File: src/rtl/result_tx_pkg.sv
// ============================================================================
// Package : result_tx_pkg
// Shared types and constants for the result byte transmitter.
// Revision: 1.0 - initial release
// ============================================================================
`default_nettype none

package result_tx_pkg;

  // Transmitter FSM: waiting for a word, or streaming one out
  typedef enum logic [0:0] {
    IDLE = 1'b0,
    SEND = 1'b1
  } state_t;

  localparam int BYTE_W = 8;
  localparam int NBYTES = 8;
  localparam int CNT_W  = $clog2(NBYTES);

endpackage

`default_nettype wire

File: src/rtl/result_skid_reg.sv
// ============================================================================
// Module  : result_skid_reg
// One-entry holding register (word + sign + full flag). It parks a result
// word that arrives while a frame is still being transmitted.
// Revision: 1.0 - initial release
// ============================================================================
`default_nettype none

module result_skid_reg #(
  parameter int DATA_WIDTH = 64
) (
  input  logic                  clk,
  input  logic                  rst_n,
  input  logic                  i_load,
  input  logic                  i_clear,
  input  logic [DATA_WIDTH-1:0] i_data,
  input  logic                  i_sign,
  output logic [DATA_WIDTH-1:0] o_data,
  output logic                  o_sign,
  output logic                  o_full
);

  logic [DATA_WIDTH-1:0] r_data;
  logic                  r_sign;
  logic                  r_full;

  // Load takes priority so a same-cycle drain and refill leaves the entry full
  always_ff @(posedge clk or negedge rst_n) begin
    if (!rst_n) begin
      r_data <= '0;
      r_sign <= 1'b0;
      r_full <= 1'b0;
    end else if (i_load) begin
      r_data <= i_data;
      r_sign <= i_sign;
      r_full <= 1'b1;
    end else if (i_clear) begin
      r_full <= 1'b0;
    end
  end

  assign o_data = r_data;
  assign o_sign = r_sign;
  assign o_full = r_full;

endmodule

`default_nettype wire

File: src/rtl/result_byte_tx.sv
// ============================================================================
// Module  : result_byte_tx
// Serialises one result word into NBYTES bytes, LSB byte first, on
// consecutive cycles. pull_out flags byte 0 of each frame; sign_out carries
// the word's sign for the whole frame. Back-to-back frames have no gap.
// Optional build macro: RESULT_TX_SKID_EN adds a one-entry holding register
// so a word can be accepted while a frame is still being sent.
// Revision: 1.0 - initial release
// ============================================================================
`default_nettype none

module result_byte_tx #(
  parameter int DATA_WIDTH = 64,
  parameter int BYTE_W     = 8
) (
  input  logic                  clk,
  input  logic                  rst_n,
  input  logic                  res_valid,
  output logic                  res_ready,
  input  logic [DATA_WIDTH-1:0] res_data,
  input  logic                  res_sign,
  output logic [BYTE_W-1:0]     data_out_out,
  output logic                  pull_out,
  output logic                  sign_out
);

  import result_tx_pkg::state_t;
  import result_tx_pkg::IDLE;
  import result_tx_pkg::SEND;

  localparam int NBYTES = DATA_WIDTH / BYTE_W;
  localparam int CNT_W  = $clog2(NBYTES);
  localparam logic [CNT_W-1:0] C_LAST = CNT_W'(NBYTES - 1);

  state_t                r_state;
  logic [CNT_W-1:0]      r_cnt;
  logic [DATA_WIDTH-1:0] r_shift;
  logic [BYTE_W-1:0]     r_data_out;
  logic                  r_pull;
  logic                  r_sign;

  logic                  w_transfer;
  logic                  w_last;
  logic                  w_have_next;
  logic                  w_start;
  logic [DATA_WIDTH-1:0] w_next_data;
  logic                  w_next_sign;

  assign w_last     = (r_state == SEND) && (r_cnt == C_LAST);
  assign w_transfer = res_valid & res_ready;

`ifdef RESULT_TX_SKID_EN
  logic [DATA_WIDTH-1:0] w_skid_data;
  logic                  w_skid_sign;
  logic                  w_skid_full;
  logic                  w_skid_load;
  logic                  w_skid_clear;

  // A word arriving mid-frame is parked; one arriving at frame end or in IDLE
  // goes straight to the serialiser (the skid is empty in those cases).
  assign w_skid_load  = w_transfer && (r_state == SEND) && !w_last;
  assign w_skid_clear = w_last && w_skid_full;

  result_skid_reg #(
    .DATA_WIDTH (DATA_WIDTH)
  ) u_skid (
    .clk     (clk),
    .rst_n   (rst_n),
    .i_load  (w_skid_load),
    .i_clear (w_skid_clear),
    .i_data  (res_data),
    .i_sign  (res_sign),
    .o_data  (w_skid_data),
    .o_sign  (w_skid_sign),
    .o_full  (w_skid_full)
  );

  assign res_ready   = !w_skid_full;
  assign w_have_next = w_skid_full | w_transfer;
  assign w_next_data = w_skid_full ? w_skid_data : res_data;
  assign w_next_sign = w_skid_full ? w_skid_sign : res_sign;
`else
  // Accept only when the serialiser is free next cycle: idle, or on the last byte
  assign res_ready   = (r_state == IDLE) || (r_cnt == C_LAST);
  assign w_have_next = w_transfer;
  assign w_next_data = res_data;
  assign w_next_sign = res_sign;
`endif

  // A new frame begins from IDLE or directly after the last byte of the current one
  assign w_start = w_have_next && ((r_state == IDLE) || w_last);

  // FSM, byte counter, shift register and registered outputs
  always_ff @(posedge clk or negedge rst_n) begin
    if (!rst_n) begin
      r_state    <= IDLE;
      r_cnt      <= '0;
      r_shift    <= '0;
      r_data_out <= '0;
      r_pull     <= 1'b0;
      r_sign     <= 1'b0;
    end else if (w_start) begin
      r_state    <= SEND;
      r_cnt      <= '0;
      r_shift    <= w_next_data >> BYTE_W;
      r_data_out <= w_next_data[BYTE_W-1:0];
      r_pull     <= 1'b1;
      r_sign     <= w_next_sign;
    end else if (r_state == SEND) begin
      if (w_last) begin
        r_state    <= IDLE;
        r_cnt      <= '0;
        r_data_out <= '0;
        r_pull     <= 1'b0;
        r_sign     <= 1'b0;
      end else begin
        r_cnt      <= r_cnt + 1'b1;
        r_shift    <= r_shift >> BYTE_W;
        r_data_out <= r_shift[BYTE_W-1:0];
        r_pull     <= 1'b0;
      end
    end
  end

  assign data_out_out = r_data_out;
  assign pull_out     = r_pull;
  assign sign_out     = r_sign;

endmodule

`default_nettype wire
File: config.mk
export PLATFORM = sky130hd
export DESIGN_NAME = result_byte_tx
export DESIGN_NICKNAME = d
export VERILOG_FILES = /design/src/rtl/result_tx_pkg.sv /design/src/rtl/result_skid_reg.sv /design/src/rtl/result_byte_tx.sv
export SDC_FILE = /design/constraint.sdc
export NUM_CORES = 1
export LEC_CHECK = 0
export ABC_AREA = 1
export CORE_ASPECT_RATIO = 1.2
export CORE_MARGIN = 2
export CORE_UTILIZATION = 30
export CTS_CLUSTER_DIAMETER = 30
export CTS_CLUSTER_SIZE = 14
export DETAILED_ROUTE_END_ITERATION = 12
export DONT_BUFFER_PORTS = 1
export GPL_TIMING_DRIVEN = 0
export PLACE_DENSITY_LB_ADDON = 0.2
export SETUP_SLACK_MARGIN = 0.15
export SYNTH_ARGS = -nofsm -noshare
export SYNTH_HDL_FRONTEND = slang
export SYNTH_SLANG_ARGS = --single-unit
File: constraint.sdc
create_clock -name clk -period 2.4 [get_ports clk]
set_clock_uncertainty 0.2 [all_clocks]
set_input_delay 0.36 -clock clk [delete_from_list [all_inputs] [get_ports clk]]
set_output_delay 0.36 -clock clk [all_outputs]
set_load 0.01 [all_outputs]
## After elaboration in Yosys (flattened, before gate mapping)

Index checks and enable logic that the tools add are counted.

- Output and inout bits: 11
- Bits in registers: 78
- Logic and storage cells: 36

- Reduce and logical (&&, ||, !) cells: 8
- $add $sub $neg: 1
- Bitwise gates (word level): 2
- Multiplexer cells: 17
- Eq/ne operators: 2

Operators with widths:

| cell | number |
|---|---|
| 2-to-1 mux 64 bit | 3 |
| 2-to-1 mux 8 bit | 3 |
| 2-to-1 mux 3 bit | 3 |
| 2-to-1 mux 1 bit | 8 |
| AND reduction 2 bit | 2 |
| nonzero test 2 bit | 2 |
| adder 3 x 1 -> 3 bit, second input constant | 1 |
| == test 3 bit, second input constant | 1 |
| logical AND 1 bit | 2 |
| logical OR 1 bit | 2 |
| != test 2 x 1 -> 1 bit, second input constant | 1 |
| AND 1 bit | 1 |
| inverter 1 bit | 1 |

## Longest topological paths before layout

Gate-level depths: netlist (run 1).

- Depth after elaboration: 6
- Mapped depth: 10
- Mapped depth without buffers: 8

## Worst setup path after synthesis (run 1)

OpenSTA, ideal clock, no wires.

- Kind: register to register
- Start: register r_cnt[0]
- End: register r_shift[41]
- Data required time: 2.076 ns
- Cell stages (with the launch flop): 9
- Setup time: 0.124 ns
- Setup slack: 0.633 ns
- Arrival: 1.443 ns
- Period minus slack after synthesis: 1.767 ns
- Cells stage by stage: dfrtp_1 > ha_1 > ha_1 > nor2_2 > nor2_2 > buf_4 > buf_4 > nand2_1 > nand3_1

- Longest elaborated chain between the ends: 6
- Elaborated cells on any way between the ends: 10
- Classes of those cells: eq/ne: 2; mux: 1; bitwise: 1; reduce/logical: 6

Ends and longest elaborated chain:

| element | line | text |
|---|---|---|
| start: declaration | result_byte_tx.sv:36 | `logic [CNT_W-1:0] r_cnt;` |
| start signal: assignment | result_byte_tx.sv:117 | `r_cnt <= r_cnt + 1'b1;` |
| == test 3 bit * | result_byte_tx.sv:49, result_byte_tx.sv:84 |  |
| logical OR 1 bit or logical AND 1 bit (tied branches) | result_byte_tx.sv:84, result_byte_tx.sv:49 |  |
| AND 1 bit or logical OR 1 bit (tied branches) | result_byte_tx.sv:50, result_byte_tx.sv:91 |  |
| logical AND 1 bit | result_byte_tx.sv:91 | `assign w_start = w_have_next && ((r_state == IDLE) \|\| w_last);` |
| != test 2 x 1 -> 1 bit (no line) or nonzero test 2 bit (tied branches) | n/a |  |
| AND reduction 2 bit (no line) | n/a |  |
| end signal: assignment | result_byte_tx.sv:105 | `r_shift <= w_next_data >> BYTE_W;` |
| end signal: assignment | result_byte_tx.sv:118 | `r_shift <= r_shift >> BYTE_W;` |
| end: declaration | result_byte_tx.sv:37 | `logic [DATA_WIDTH-1:0] r_shift;` |

Mark *: on every way between the ends. The rest lies on a longest branch, timed or not.
A chain may end at the register's enable or synchronous reset.

## Final worst setup path (run 1)

- Start: register r_cnt[0]
- End: output port res_ready

- Longest elaborated chain between the ends: 2

Ends and longest elaborated chain:

| element | line | text |
|---|---|---|
| == test 3 bit | result_byte_tx.sv:84 | `assign res_ready = (r_state == IDLE) \|\| (r_cnt == C_LAST);` |
| logical OR 1 bit | result_byte_tx.sv:84 |  |
| end: declaration | result_byte_tx.sv:19 | `output logic res_ready,` |

No other way between the ends.

==> impl_metrics.tcl, run 1 <==
set metrics [dict create \
    nNetsFinal 527 \
    syn_to_final_growth_pct 37.3 \
    ys_types 18 \
    drc 0 \
    reg2reg_slack_ns 0.39 \
    die_w_um 96.9 \
    cp-endpoint "res_ready" \
    cts_max_path_buffers 2 \
    rsz0062_at_grt "no" \
    max_cap_viol_count 0 \
    synth_edf_count 0 \
    tns_ns 0 \
    ff2ff_path_depth 8 \
    finalInstanceArea_mm2 0.00426 \
    r2r_end "r_shift[41]" \
    die-height_um 115 \
    antenna_left 0 \
    design.core.area_mm2 0.0101 \
    drv_slew 0 \
    wl_met1_mm 3.63 \
    grt-ovfl-total 0 \
    finalCritPeriodShare 0.894 \
    start_kind "flop" \
    power_density_mw_per_mm2 1050 \
    ir_worst_vdd_v 0.000545 \
    syn_avg_cell_area_um2 8.21 \
    synth_compound_area_frac 0.0189 \
    clkSinkCount 70 \
    drt_wl_total_mm 7.86 \
    clk_pin_slew_ns 0.06 \
    place_area_mm2 0.00326 \
    grt_pass1_wl_mm 13.3 \
    fp.dieArea_mm2 0.0112 \
    final_hold_viol_count 0 \
    io_pins 79 \
    power_leakage_nw 2.11 \
    synth_nets 448 \
    antenna_found_initial 0 \
    final_common_cell "nand2_1" \
    initial_core_util 0.309 \
    netlist_area_mm2 0.00310 \
    fin_util 0.424 \
    report.final.setup_viol 0 \
    place_congestion 0.751 \
    drive_gt1_frac 0.0866 \
    routed.top_layer "met4" \
    slew-limit-headroom 0.716 \
    track_usage 0.148 \
    clk_latency_ns 0.33 \
    holdCritPathClass "input pin to flop" \
    first_pass_iters 4 \
    grt_pass1_vias 2712 \
    end_kind "primary output" \
    final_cell_mix "nand2_1 (184), dfrtp_1 (70), dlygate4sd3_1 (67), nand3_1 (65)" \
    crit_type "flop to primary output" \
    tightest_slew_ns 0.426 \
    synth_top_family_by_area "simple AND/OR/NAND/NOR gates" \
    h-tree-depth 3 \
    cts_root_buf "clkbuf_16" \
    cts_buffers 9 \
    status "finished clean" \
    vias 2631 \
    min_period_ns 2.15 \
    dp_cells 504 \
    yosys_warnings 0 \
    crit_arrival_ns 1.59 \
    synth_mux_area_frac 0 \
    ys.flop_type "dfrtp_1" \
    critPathLaunch "r_cnt[0]" \
    synth-simple-area-share 0.347 \
    wl_per_cell_um 13.4 \
    r2r_start "r_cnt[0]" \
    max_freq_mhz 466 \
    synth_xor_area_frac 0 \
    crit_required_ns 1.84 \
    stdcell_count 588 \
    cts_tree "built" \
    wl_met3_um 338 \
    synthAdderAreaFrac 0.00806 \
    wl_met2_mm 3.76 \
    syn_inst 378 \
    cp_max_fo 10 \
    rows 40 \
    ys_seq_area_frac 0.564 \
    viasPerCell 4.47 \
    yosys_register_bits 70 \
    synthArstFlopShare 1.00 \
    place_hpwl_mm 5.43 \
    first_iter_violations 105 \
    antennaDiodeCount 0 \
    grt_max_degree 71 \
    io_buffers 0 \
]
layout make-up:
type / count / area [µm²]
timing repair buffer: 68 / 698
multi-input combinational: 274 / 1160
tap: 126 / 158
clock inverter: 3 / 42.5
clock buffer: 13 / 260
fill: 1014 / 5800
sequential: 70 / 1750
inverter: 13 / 48.8
buffer: 21 / 144
registers in the layout (all words and copies together), names as in the netlist:
signal / count
data_out_out: 8
pull_out: 1
r_cnt: 3
r_shift: 56
r_state: 1
sign_out: 1
cells by family (layout without fill, tap and decap cells):
family                     Yosys count  after routing
AOI/OAI and AO/OA                   11             11
adders and majority gates            2              2
buffers and inverters               34            118
DFF                                 70             70
and+or+nand+nor                    261            261
worst min path at each step:
stage | endpoint | slack, ns | depth (start not counted) | startpoint
floorplan | data_out_out[0] | -0.14 | 0 | rst_n
global route | data_out_out[4] | 0.14 | 3 | res_valid
global placement | data_out_out[5] | -0.13 | 0 | rst_n
detailed placement | data_out_out[5] | -0.13 | 0 | rst_n
CTS | data_out_out[1] | 0.13 | 3 | res_valid
finish | data_out_out[4] | 0.13 | 3 | res_valid
synth_stat cells (2+ instances only):
cell | instances | area [µm²]
nand2_1 | 184 | 691
dfrtp_1 | 70 | 1750
nand3_1 | 65 | 325
inv_1 | 9 | 33.8
a21oi_1 | 8 | 40.0
nor2_1 | 8 | 30.0
buf_2 | 7 | 35.0
buf_4 | 5 | 37.5
buf_6 | 5 | 56.3
clkbuf_1 | 4 | 15.0
inv_2 | 4 | 15.0
ha_1 | 2 | 25.0
nor2_2 | 2 | 12.5
power by group:
part	switching, mW	leakage (nW)	internal (mW)
clock	0.483	0.146	0.860
sequential	0.265	0.929	1.60
combinational	0.743	1.03	0.535
metal layers:
metal / GRT usage / up-vias
met5: 0 / -
met3: 0.0374 / 12
met4: 0.0488 / 0
met1: 0.186 / 1200
met2: 0.252 / 63
li1: - / 1356
metrics by stage:
| stage | power, mW | setup slack, ns | hold WS, ns |
|---|---|---|---|
| final | 4.49 | 0.253 | 0.130 |
| after global routing | 4.84 | 0.172 | 0.141 |
| after CTS | 4.57 | 0.249 | 0.126 |
| after detailed placement | 3.09 | 0.369 | -0.134 |
| after global placement | 3.06 | 0.361 | -0.134 |
| after floorplan | 2.76 | 0.633 | -0.136 |
worst max-delay path, cell delays in order (launching register included):
cell and delay [ns]:
dfrtp_1 0.39, ha_1 0.21, ha_1 0.21, inv_2 0.14, nand2_1 0.09, buf_2 0.21
what timing repair did:
| item | 4_1_cts | 5_1_grt |
|---|---|---|
| gates resized for setup | 0 | 0 |
| setup buffers | 0 | 0 |
| hold endpoints to repair | 137 | 0 |
| hold buffers | 68 | 0 |
Note: power is estimated with default switching activity, not from simulation.
==> run 2, diff against run 1 <==
- clock period: 2.4 -> 2.5 ns (I/O delays scaled with it)
==> run 2 against run 1 <==
Final area fell by 1.9%. Register-to-register slack better by 0.10 ns. Core utilization shrank 0.80 points.
==> impl_metrics.tcl, run 2 (synthesis results as in run 1) <==
set metrics [dict create \
    rows 40 \
    seq_area_mm2 0.00175 \
    path_cells "ha_1 > ha_1 > inv_2 > nand2_1 > buf_2" \
    largest_reg_flops 56 \
    cts_buffers 9 \
    setup_ws_ns 0.337 \
    cts_max_path_buffers 2 \
    die_w_um 96.9 \
    report.final.setup_viol 0 \
    final_cell_mix "nand2_1 (184), dfrtp_1 (70), nand3_1 (65), dlygate4sd3_1 (59)" \
    crit_required_ns 1.92 \
    antennaDiodeCount 0 \
    fin_util 0.416 \
    multi_input_area_mm2 0.00116 \
    holdCritPathClass "input pin to flop" \
    first_pass_iters 4 \
    dp_slack_ns 0.469 \
    rsz0062_at_grt "no" \
    power_density_mw_per_mm2 1030 \
    regMostFlops "r_shift" \
    viasPerCell 4.49 \
    initial_core_util 0.309 \
    grt_max_degree 71 \
    die-height_um 115 \
    final_common_cell "nand2_1" \
    reg2reg_slack_ns 0.49 \
    drv_slew 0 \
    min_period_ns 2.16 \
    holdPathStages 2 \
    drc 0 \
    io_pins 79 \
    fp.dieArea_mm2 0.0112 \
    crit_path_top_delay_cell "dfrtp_1" \
    antenna_found_initial 0 \
    grt_pass1_vias 2667 \
    cts_tree "built" \
    cp_max_fo 10 \
    start_kind "flop" \
    place_congestion 0.751 \
    nNetsFinal 519 \
    wl_per_cell_um 13.4 \
    worst-path-stages 5 \
    crit_top_cell "ha_1" \
    dp_cells 504 \
    max_stage_delay_ns 0.39 \
    drive_gt1_frac 0.0881 \
    cpLargestDelayFamily "adder cells" \
    max_freq_mhz 462 \
    fill_cells 1022 \
    ir_worst_vdd_v 0.000523 \
    max_cap_viol_count 0 \
    final_hold_viol_count 0 \
    first_iter_violations 105 \
    vias 2604 \
    crit_type "flop to primary output" \
    ff2ff_path_depth 8 \
    crit_arrival_ns 1.59 \
    stdcell_count 580 \
    io_buffers 0 \
    grt_pass1_wl_mm 13.1 \
    h-tree-depth 3 \
    crit_buf_inv 2 \
    tns_ns 0 \
    clk_pin_slew_ns 0.06 \
    syn_to_final_growth_pct 34.7 \
    antenna_left 0 \
    finalCritPeriodShare 0.865 \
    power_leakage_nw 2.07 \
    tightest_slew_ns 0.424 \
    clkSinkCount 70 \
    grt-ovfl-total 0 \
    cts_root_buf "clkbuf_16" \
    status "finished clean" \
    slew-limit-headroom 0.717 \
    clk_latency_ns 0.33 \
    end_kind "primary output" \
    track_usage 0.146 \
    design.core.area_mm2 0.0101 \
    place_hpwl_mm 5.43 \
    power_mw 4.30 \
    drt_wl_total_mm 7.77 \
]
-- run 2: changes by cell type in the layout (fill, tap and decap cells not counted), sizes merged --
cell | before | now
dlygate4sd3 | 67 | 59
-- run 2: worst paths after layout --
check                            start         endpoint
max                           r_cnt[0]        res_ready
min reg2reg                r_shift[53]      r_shift[53]
min in group asynchronous        rst_n  data_out_out[2]
min                        res_data[0]  data_out_out[0]
max reg2reg                   r_cnt[0]      r_shift[41]
max in group asynchronous        rst_n      r_shift[46]
-- run 2: layer usage --
metal / GRT usage / wire length (µm) / vias up
met1: 0.184 / 3600 / 1190
met5: 0 / 0 / -
met2: 0.248 / 3700 / 63
met3: 0.0380 / 338 / 12
li1: - / - / 1339
met4: 0.0488 / 130 / 0
-- run 2: layout make-up --
type                       instances  area share
tap                              126      0.0377
timing repair buffer              60       0.148
multi-input combinational        274       0.277
clock inverter                     3      0.0102
sequential                        70       0.419
clock buffer                      13      0.0622
buffer                            21      0.0344
inverter                          13      0.0117
-- run 2: repair_timing --
| item | CTS | global route |
|---|---|---|
| gates resized for setup | 0 | 0 |
| hold buffers | 60 | 0 |
| hold endpoints to repair | 128 | 0 |
| setup buffers | 0 | 0 |
-- run 2: report_power, final --
group          switching [mW]  internal, mW
registers               0.253          1.54
clock network           0.463         0.826
logic                   0.711         0.505
total                    1.43          2.87
-- run 2: stage by stage --
stage | instance area [µm²] | hold slack (ns)
after floorplan | 3100 | -0.121
after global placement | 3260 | -0.119
after detailed placement | 3260 | -0.119
after CTS | 4180 | 0.00135
after global routing | 4180 | 0.0109
final | 4180 | 0.00641
